--- config.mk ---
export PLATFORM = sky130hd
export DESIGN_NAME = bignum_stream_adder
export DESIGN_NICKNAME = d
export VERILOG_FILES = /design/src/rtl/bignum_stream_adder.sv
export SDC_FILE = /design/constraint.sdc
export NUM_CORES = 1
export LEC_CHECK = 0
export ABC_AREA = 1
export BUFFER_PORTS_ARGS = -buffer_cell sky130_fd_sc_hd__buf_2
export CAP_MARGIN = 10
export CORE_AREA = 2 2 113 71
export DETAILED_ROUTE_END_ITERATION = 7
export DIE_AREA = 0 0 115 73
export PLACE_DENSITY = 0.85
export SETUP_SLACK_MARGIN = 0.1
export SLEW_MARGIN = 10
export SYNTH_ARGS = -nofsm -noshare
export SYNTH_HDL_FRONTEND = slang
export SYNTH_SLANG_ARGS = --single-unit
--- constraint.sdc ---
create_clock -name clk_in -period 6.2 [get_ports clk_in]
set_input_delay 0.62 -clock clk_in [delete_from_list [all_inputs] [get_ports clk_in]]
set_output_delay 0.62 -clock clk_in [all_outputs]
set_load 0.05 [all_outputs]
--- src/rtl/bignum_stream_adder.sv ---
// Streaming multi-block adder: sums two NUM_BLOCKS-block operands LS block first, one cycle latency.
// Optional macro BIGNUM_ADDER_CARRY_BLOCK_EN appends the final carry as an extra output block.
module bignum_stream_adder #(
  parameter int REGISTER_SIZE = 32,
  parameter int NUM_BLOCKS    = 256,
  localparam int CNT_W        = (NUM_BLOCKS > 1) ? $clog2(NUM_BLOCKS) : 1
) (
  input  logic                     clk_in,
  input  logic                     rst_in,
  input  logic                     valid_in,
  input  logic [REGISTER_SIZE-1:0] a_block_in,
  input  logic [REGISTER_SIZE-1:0] b_block_in,
  output logic                     ready_out,
  output logic                     valid_out,
  output logic [REGISTER_SIZE-1:0] data_block_out,
  output logic                     last_out,
  output logic                     carry_out,
  output logic                     dbg_state_out,
  output logic [CNT_W-1:0]         dbg_count_out
);

  // Handshake: a pair is consumed on a rising edge where valid_in && ready_out;
  // valid_out is a one-cycle pulse per produced block with no backpressure.
  typedef enum logic {ACCEPT = 1'b0, CARRY = 1'b1} state_t;

  state_t                   state_q, state_d;
  logic [CNT_W-1:0]         count_q, count_d;
  logic                     carry_q, carry_d;
  logic                     valid_q, valid_d;
  logic [REGISTER_SIZE-1:0] data_q, data_d;
  logic                     last_q, last_d;
  logic                     cout_q, cout_d;

  logic [REGISTER_SIZE:0]   sum;
  logic                     is_final;
  logic                     accept;

  assign sum      = {1'b0, a_block_in} + {1'b0, b_block_in} + {{REGISTER_SIZE{1'b0}}, carry_q};
  assign is_final = (count_q == CNT_W'(NUM_BLOCKS - 1));

`ifdef BIGNUM_ADDER_CARRY_BLOCK_EN
  assign ready_out = (state_q == ACCEPT);
`else
  assign ready_out = 1'b1;
`endif

  assign accept = valid_in && ready_out;

  always_comb begin
    state_d = state_q;
    count_d = count_q;
    carry_d = carry_q;
    valid_d = 1'b0;
    data_d  = data_q;
    last_d  = 1'b0;
    cout_d  = 1'b0;
    case (state_q)
      ACCEPT: begin
        if (accept) begin
          valid_d = 1'b1;
          data_d  = sum[REGISTER_SIZE-1:0];
          if (is_final) begin
`ifdef BIGNUM_ADDER_CARRY_BLOCK_EN
            // Counter stays at its final value until the carry block leaves.
            carry_d = sum[REGISTER_SIZE];
            state_d = CARRY;
`else
            last_d  = 1'b1;
            cout_d  = sum[REGISTER_SIZE];
            carry_d = 1'b0;
            count_d = '0;
`endif
          end else begin
            carry_d = sum[REGISTER_SIZE];
            count_d = count_q + CNT_W'(1);
          end
        end
      end
      default: begin
        valid_d = 1'b1;
        data_d  = {{(REGISTER_SIZE-1){1'b0}}, carry_q};
        last_d  = 1'b1;
        carry_d = 1'b0;
        count_d = '0;
        state_d = ACCEPT;
      end
    endcase
  end

  always_ff @(posedge clk_in) begin
    if (rst_in) begin
      state_q <= ACCEPT;
      count_q <= '0;
      carry_q <= 1'b0;
      valid_q <= 1'b0;
      data_q  <= '0;
      last_q  <= 1'b0;
      cout_q  <= 1'b0;
    end else begin
      state_q <= state_d;
      count_q <= count_d;
      carry_q <= carry_d;
      valid_q <= valid_d;
      data_q  <= data_d;
      last_q  <= last_d;
      cout_q  <= cout_d;
    end
  end

  assign valid_out      = valid_q;
  assign data_block_out = data_q;
  assign last_out       = last_q;
  assign carry_out      = cout_q;
  assign dbg_state_out  = (state_q == CARRY);
  assign dbg_count_out  = count_q;

endmodule
==> results of run 1 <==
[logic make-up after synthesis]
kind of cell / after synthesis
XOR/XNOR: 16
flip-flops: 44
AO/OA/AOI/OAI: 63
adder cells (fa/ha/maj): 34
other: 2
buffers and inverters: 158
AND/OR/NAND/NOR: 405
[how the worst max path moves through the flow]
stage / startpoint / slack (ps) / end / cells past startpoint
after detailed placement: valid_in / 3390 / carry_out / 4
after CTS: valid_in / 3680 / carry_out / 4
after floorplan: a_block_in[0] / 3820 / data_block_out[16] / 11
final: valid_in / 3640 / dbg_count_out[5] / 4
after global routing: valid_in / 3420 / carry_out / 4
after global placement: valid_in / 3520 / dbg_count_out[5] / 4
[metal layers]
| metal | share of wire, % | vias to the layer above |
|---|---|---|
| met5 | 0 | - |
| met4 | 1.3 | 0 |
| met3 | 12 | 23 |
| met2 | 40 | 261 |
| met1 | 47 | 2037 |
| li1 | - | 2389 |
[flip-flops by register name (all words and copies together) (netlist names)]
signal	cells
carry_out	1
data_block_out	32
valid_out	1
carry_q	1
last_out	1
dbg_count_out	8
[Yosys cell counts, types with 5 or more instances]
master    instances  area [um2]
xnor2_1           5       43.79
o21ai_0          23       115.1
clkbuf_1          8       30.03
ha_1             32       400.4
inv_1           144       540.5
nand2_2          13       81.33
nor2_1           97       364.1
nand3_1          33       165.2
xor2_1           11       96.34
nor2_2            5       31.28
nor3_1            7       35.03
dfxtp_1          44       880.8
nand2_1         230       863.3
a21oi_1          30       150.1
[through the flow]
| step | std cells | hold slack (ps) |
|---|---|---|
| after global routing | 920 | 513.0 |
| after CTS | 920 | 483.1 |
| after global placement | 912 | 473.5 |
| final | 920 | 475.7 |
| after detailed placement | 912 | 463.1 |
| after floorplan | 722 | 470.2 |
[power groups by stage]
| stage | Combinational [mW] | Sequential, mW | Clock [mW] |
|---|---|---|---|
| floorplan | 0.225 | 0.399 | 0 |
| global placement | 0.401 | 0.323 | 0 |
| detailed placement | 0.409 | 0.325 | 0 |
| CTS | 0.411 | 0.319 | 0.300 |
| global route | 0.459 | 0.321 | 0.314 |
| finish | 0.418 | 0.319 | 0.298 |
[cell type report]
cell class                 count  share of cell area [%]
timing repair buffer         109                   11.14
tap                           94                   2.402
inverter                     145                   11.11
sequential                    44                   17.99
multi-input combinational    520                   54.01
clock inverter                 2                  0.7154
clock buffer                   6                   2.632
[critical path, delay by kind of cell]
| family | cells | cell delay, ps |
|---|---|---|
| buffers and inverters | 2 | 1460 |
| AO/OA/AOI/OAI | 1 | 510 |
| AND/OR/NAND/NOR | 1 | 100 |
==> impl_metrics.tcl, run 1 <==
set metrics [dict create \
    outcome "completed" \
    seq_area_um2 880.8 \
    rr_startpoint "carry_q" \
    synthArstFlopShare_pct 0 \
    ir_drop_mv 0.09799 \
    synth_top_family_by_area "simple AND/OR/NAND/NOR gates" \
    start_util_pct 55.08 \
    pwr_density_cell_mw_per_mm2 211.3 \
    cts.sinks 44 \
    grt_setup_unrepaired "no" \
    globalRoute.totalOverflow 0 \
    drt-pass1-iter-count 7 \
    ios 112 \
    cp-start-kind "primary input" \
    ys_types 34 \
    yosysSeqAreaShare_pct 21.30 \
    cts_tree "done" \
    drive_above_1_share_pct 17.55 \
    seq_power_share_pct 30.9 \
    n_fill_cell 729 \
    synthMuxAreaShare_pct 0 \
    grt_pass1_wl_mm 18.95 \
    rr_worst_depth 14 \
    grt_pass1_vias 4028 \
    clock_latency_ps 280 \
    critical_path.max_stage_delay_ps 760 \
    vias 4710 \
    required_ps 6350 \
    dp_hpwl_mm 9.820 \
    yosys_warnings 0 \
    pwr-share-comb_pct 40.4 \
    drv_cap 0 \
    hold_buffers 0 \
    syn_area_mm2 0.004135 \
    final_antenna_net_count 0 \
    viasPerCell 5.120 \
    syn_area_per_cell_um2 5.727 \
    synth_cells 722 \
    grt_usage_pct 28.70 \
    cts_resized 0 \
    p_leak_nw 3.072 \
    synth_compound_area_share_pct 8.200 \
    synth_edf_count 0 \
    root_buffer "clkbuf_16" \
    r2r-end "data_block_out[24]" \
    wl_per_cell_um 12.99 \
    drc_errors 0 \
    h-tree-depth 2 \
    cp_slowest_cell "buf_2" \
    cts_buffers 5 \
    syn_nets 823 \
    clock_skew_ps 5.792 \
    dieArea_mm2 0.008395 \
    cts_setup_buffers 0 \
    hold_path.startpoint "data_block_out[9]" \
    gr-usage-met3_pct 3.322 \
    drtIter0Drc 502 \
    crit_type "primary input to register" \
    cp_max_fo 57 \
    power_mw 1.035 \
    pre_cts_ws_ps 3385 \
    busiest_layer "met1" \
    antenna_cells 0 \
    drt_wl_total_mm 11.96 \
    nets 926 \
    layout_commonest_cell "nand2_1" \
    rrSetupSlack_ps 3850 \
    use_met2_pct 43.73 \
    slew_viol_final 0 \
    utilization_pct 65.23 \
    gp_routability_congestion 0.9618 \
    critical_path_arrival_ps 2720 \
    clockPowerShare_pct 28.8 \
    synthToLayoutAreaGrowth_pct 18.43 \
    multi_input_area_mm2 0.002645 \
    synth_xor_area_share_pct 3.389 \
    final_cell_mix "nand2_1, inv_1, buf_2" \
    cp_cell_sequence "buf_2 > clkinv_1 > o21ai_0 > nor3b_1" \
    min_period_ps 2564 \
    swShare_pct 39.87 \
    port_buffers 109 \
    intPower_mw 0.6221 \
    synth_simple_gate_area_share_pct 41.54 \
    rows 25 \
    slew_headroom_pct 31.26 \
    worstHoldPathCells 2 \
    hold_violations 0 \
    path_clk_slew_ps 70 \
    finalInstanceArea_mm2 0.004897 \
    die_h_um 73 \
    tightest_slew_ps 1031 \
    worstSetupEndpointType "register" \
    core_area_mm2 0.007507 \
    finalSetupViolCount 0 \
    ys.flop_type "dfxtp_1" \
    hold_end "data_block_out[9]" \
    die_w_um 115 \
    fmax_ghz 0.3900 \
    ys_ff_latch 44 \
    ctsLongestPathBuffers 2 \
    synth-adder-area-share_pct 10.65 \
    setup-tns-final_ps 0 \
    p_sw_mw 0.4126 \
    layout_setup_ws_ps 3636 \
    grt_max_degree 58 \
    grt_use_met1_pct 44.02 \
    fin_crit_sh_pct 41.36 \
    hp-class "register to register" \
    antenna_found_initial 0 \
    place_area_mm2 0.004733 \
]
(Power assumes the default switching activity.)
==> run 2, diff against run 1 <==
Settings changed: ABC_AREA 1 to 0, CORE_AREA 2 2 113 71 to 2 2 109 69, DIE_AREA 0 0 115 73 to 0 0 111 71, PLACE_DENSITY 0.85 to 0.8.
Clock period 6.2 ns to 2.65 ns, I/O delays scaled along.
==> run 2 against run 1 <==
  * Register-to-register slack worse by 3800 ps
  * Clock power is 110% higher
  * Cell count is 27% lower
  * Die area is 6.1% lower
  * First-iteration DRC count is 17% lower
  * Routed wire length is 5.5% lower
  * Non-clock buffer count is 45 higher
  * Clock skew hardly changed
  * Critical path type is now register to register
  * Largest cell class unchanged
==> impl_metrics.tcl, run 2 <==
set metrics [dict create \
    synth.top_cells.by_count "nor2_1, dfxtp_1, a21oi_1" \
    die_h_um 71 \
    port_buffers 109 \
    required_ps 2840 \
    final_cell_mix "buf_2, nor2_1, dfxtp_1" \
    yosys.area.top_type "dfxtp_1" \
    synthToLayoutAreaGrowth_pct 35.61 \
    p_leak_nw 2.245 \
    dp_hpwl_mm 7.990 \
    viasPerCell 5.922 \
    setup.worst_path.end "data_block_out[18]" \
    grt_usage_pct 26.66 \
    fin_crit_sh_pct 99.91 \
    grt_max_degree 42 \
    antenna_cells 0 \
    syn_area_per_cell_um2 7.857 \
    syn_nets 541 \
    hp-class "primary input to register" \
    hold_violations 0 \
    dp.cells 650 \
    largest_register_ffs 32 \
    worstSetupEndpointType "register" \
    final_antenna_net_count 0 \
    ys_ff_latch 44 \
    ys.flop_type "dfxtp_1" \
    min_period_ps 2648 \
    finalSetupViolCount 0 \
    clock_latency_ps 290 \
    rr_worst_depth 11 \
    grt_setup_unrepaired "yes" \
    grt_pass1_wl_mm 17.25 \
    ctsLongestPathBuffers 2 \
    yosysMostFrequentCell "nor2_1" \
    layout_commonest_cell "buf_2" \
    start_util_pct 49.84 \
    syn_area_mm2 0.003457 \
    cts.sinks 44 \
    die_w_um 111 \
    synthMuxAreaShare_pct 3.474 \
    grt_pass1_vias 3626 \
    gr-usage-met3_pct 5.913 \
    rrSetupSlack_ps 2 \
    vias 3962 \
    slew_viol_final 0 \
    yosys.area.top_type_share_pct 25.48 \
    synthArstFlopShare_pct 0 \
    synth_edf_count 0 \
    worst_hold_slack_ps 391.9 \
    fin_cells 669 \
    synth_top_family_by_area "compound AO/OA/AOI/OAI gates" \
    core_area_mm2 0.006937 \
    outcome "completed" \
    yosysSeqAreaShare_pct 25.48 \
    drc_errors 0 \
    cts_tree "done" \
    gp_routability_congestion 0.8899 \
    drive_above_1_share_pct 34.08 \
    drv_cap 0 \
    antenna_found_initial 0 \
    critical_path_arrival_ps 2840 \
    globalRoute.totalOverflow 0 \
    ios 112 \
    wl_per_cell_um 16.88 \
    tightest_slew_ps 737.4 \
    crit_path_start "carry_q" \
    fmax_ghz 0.3777 \
    slew_headroom_pct 50.79 \
    synthTopCellsByArea "dfxtp_1, ha_1, a21oi_1" \
    rr_startpoint "carry_q" \
    setup-tns-final_ps 0 \
    busiest_layer "met2" \
    crit_type "register to register" \
    drt_wl_total_mm 11.30 \
    root_buffer "clkbuf_16" \
    r2r-end "data_block_out[18]" \
    cp-start-kind "register" \
    drt-pass1-iter-count 5 \
    use_met2_pct 42.94 \
    synth_xor_area_share_pct 4.814 \
    cp_max_fo 3 \
    path_clk_slew_ps 70 \
    ys_types 56 \
    hold_buffers 0 \
    pwr_density_cell_mw_per_mm2 511.6 \
    rows 24 \
    cts_buffers 5 \
    h-tree-depth 2 \
    grt_use_met1_pct 36.61 \
    synth_simple_gate_area_share_pct 22.04 \
    synth_compound_area_share_pct 27.07 \
    drtIter0Drc 418 \
    dieArea_mm2 0.007881 \
    synth-adder-area-share_pct 12.74 \
    clock_skew_ps 5.301 \
    power_mw 2.398 \
    ir_drop_mv 0.3269 \
    synth_cells 440 \
    utilization_pct 67.59 \
    nets 679 \
    yosys_warnings 0 \
]
## run 2: area by class of cell
class,instances,area [um2]
multi-input cells,360,2611
fillers,588,2248
repair buffers,154,894.6
flip-flops and latches,44,882.1
clock buffers,5,125.1
well taps,91,113.9
inverters,13,48.80
clock inverters,2,12.51
## run 2: worst min-delay path by stage
stage / start / to / cells past startpoint
floorplan: valid_in / valid_out / 2
global placement: data_block_out[25] / data_block_out[25] / 2
detailed placement: data_block_out[25] / data_block_out[25] / 2
CTS: b_block_in[31] / carry_out / 4
global route: b_block_in[31] / carry_out / 4
finish: b_block_in[31] / carry_out / 4
## run 2: stage by stage
| stage | setup slack, ps | instance area (um2) |
|---|---|---|
| CTS | 31.69 | 4512 |
| floorplan | 77.24 | 3467 |
| global placement | -126.1 | 4279 |
| detailed placement | -214.8 | 4279 |
| global route | -102.1 | 4688 |
| finish | 2.397 | 4688 |
## run 2: repair_timing
item	in CTS	in global routing
setup endpoints to repair	12	17
setup buffers	5	7
gates resized for setup	21	28
cloned	0	0
pin swaps	8	23
## run 2: metal layers
metal  routed length, um  part of all wire [%]  vias up
li1                    -                     -     1898
met1                5050                    45     1848
met2                5191                    46      196
met3                 874                   7.7       20
met4                 179                   1.6        0
met5                   0                     0        -
## run 2: report_power, final
group | leakage, nW | internal [mW] | total [mW] | switching [mW]
combinational | 1.82 | 0.380 | 1.03 | 0.646
clock | 0.0657 | 0.343 | 0.622 | 0.280
sequential | 0.362 | 0.719 | 0.751 | 0.0321
total | 2.24 | 1.44 | 2.40 | 0.957
## run 2: cells by family (layout without fill, tap and decap cells)
kind of cell	Yosys count	after routing
fa+ha+maj	34	34
compound gates	136	136
flops	44	44
other cells	2	2
simple gates	157	157
buf+inv	36	174
mux	12	12
xor+xnor	19	19
## run 2: worst max-delay path: stages (launching register included)
cell and delay [ps]:
dfxtp_2 330, fa_2 350, fa_2 350, a21o_1 200
a21oi_2 190, o21ai_2 120, a21oi_4 200, buf_4 150
a21o_1 140, nand2_2 90, a21o_1 170, a211o_1 250
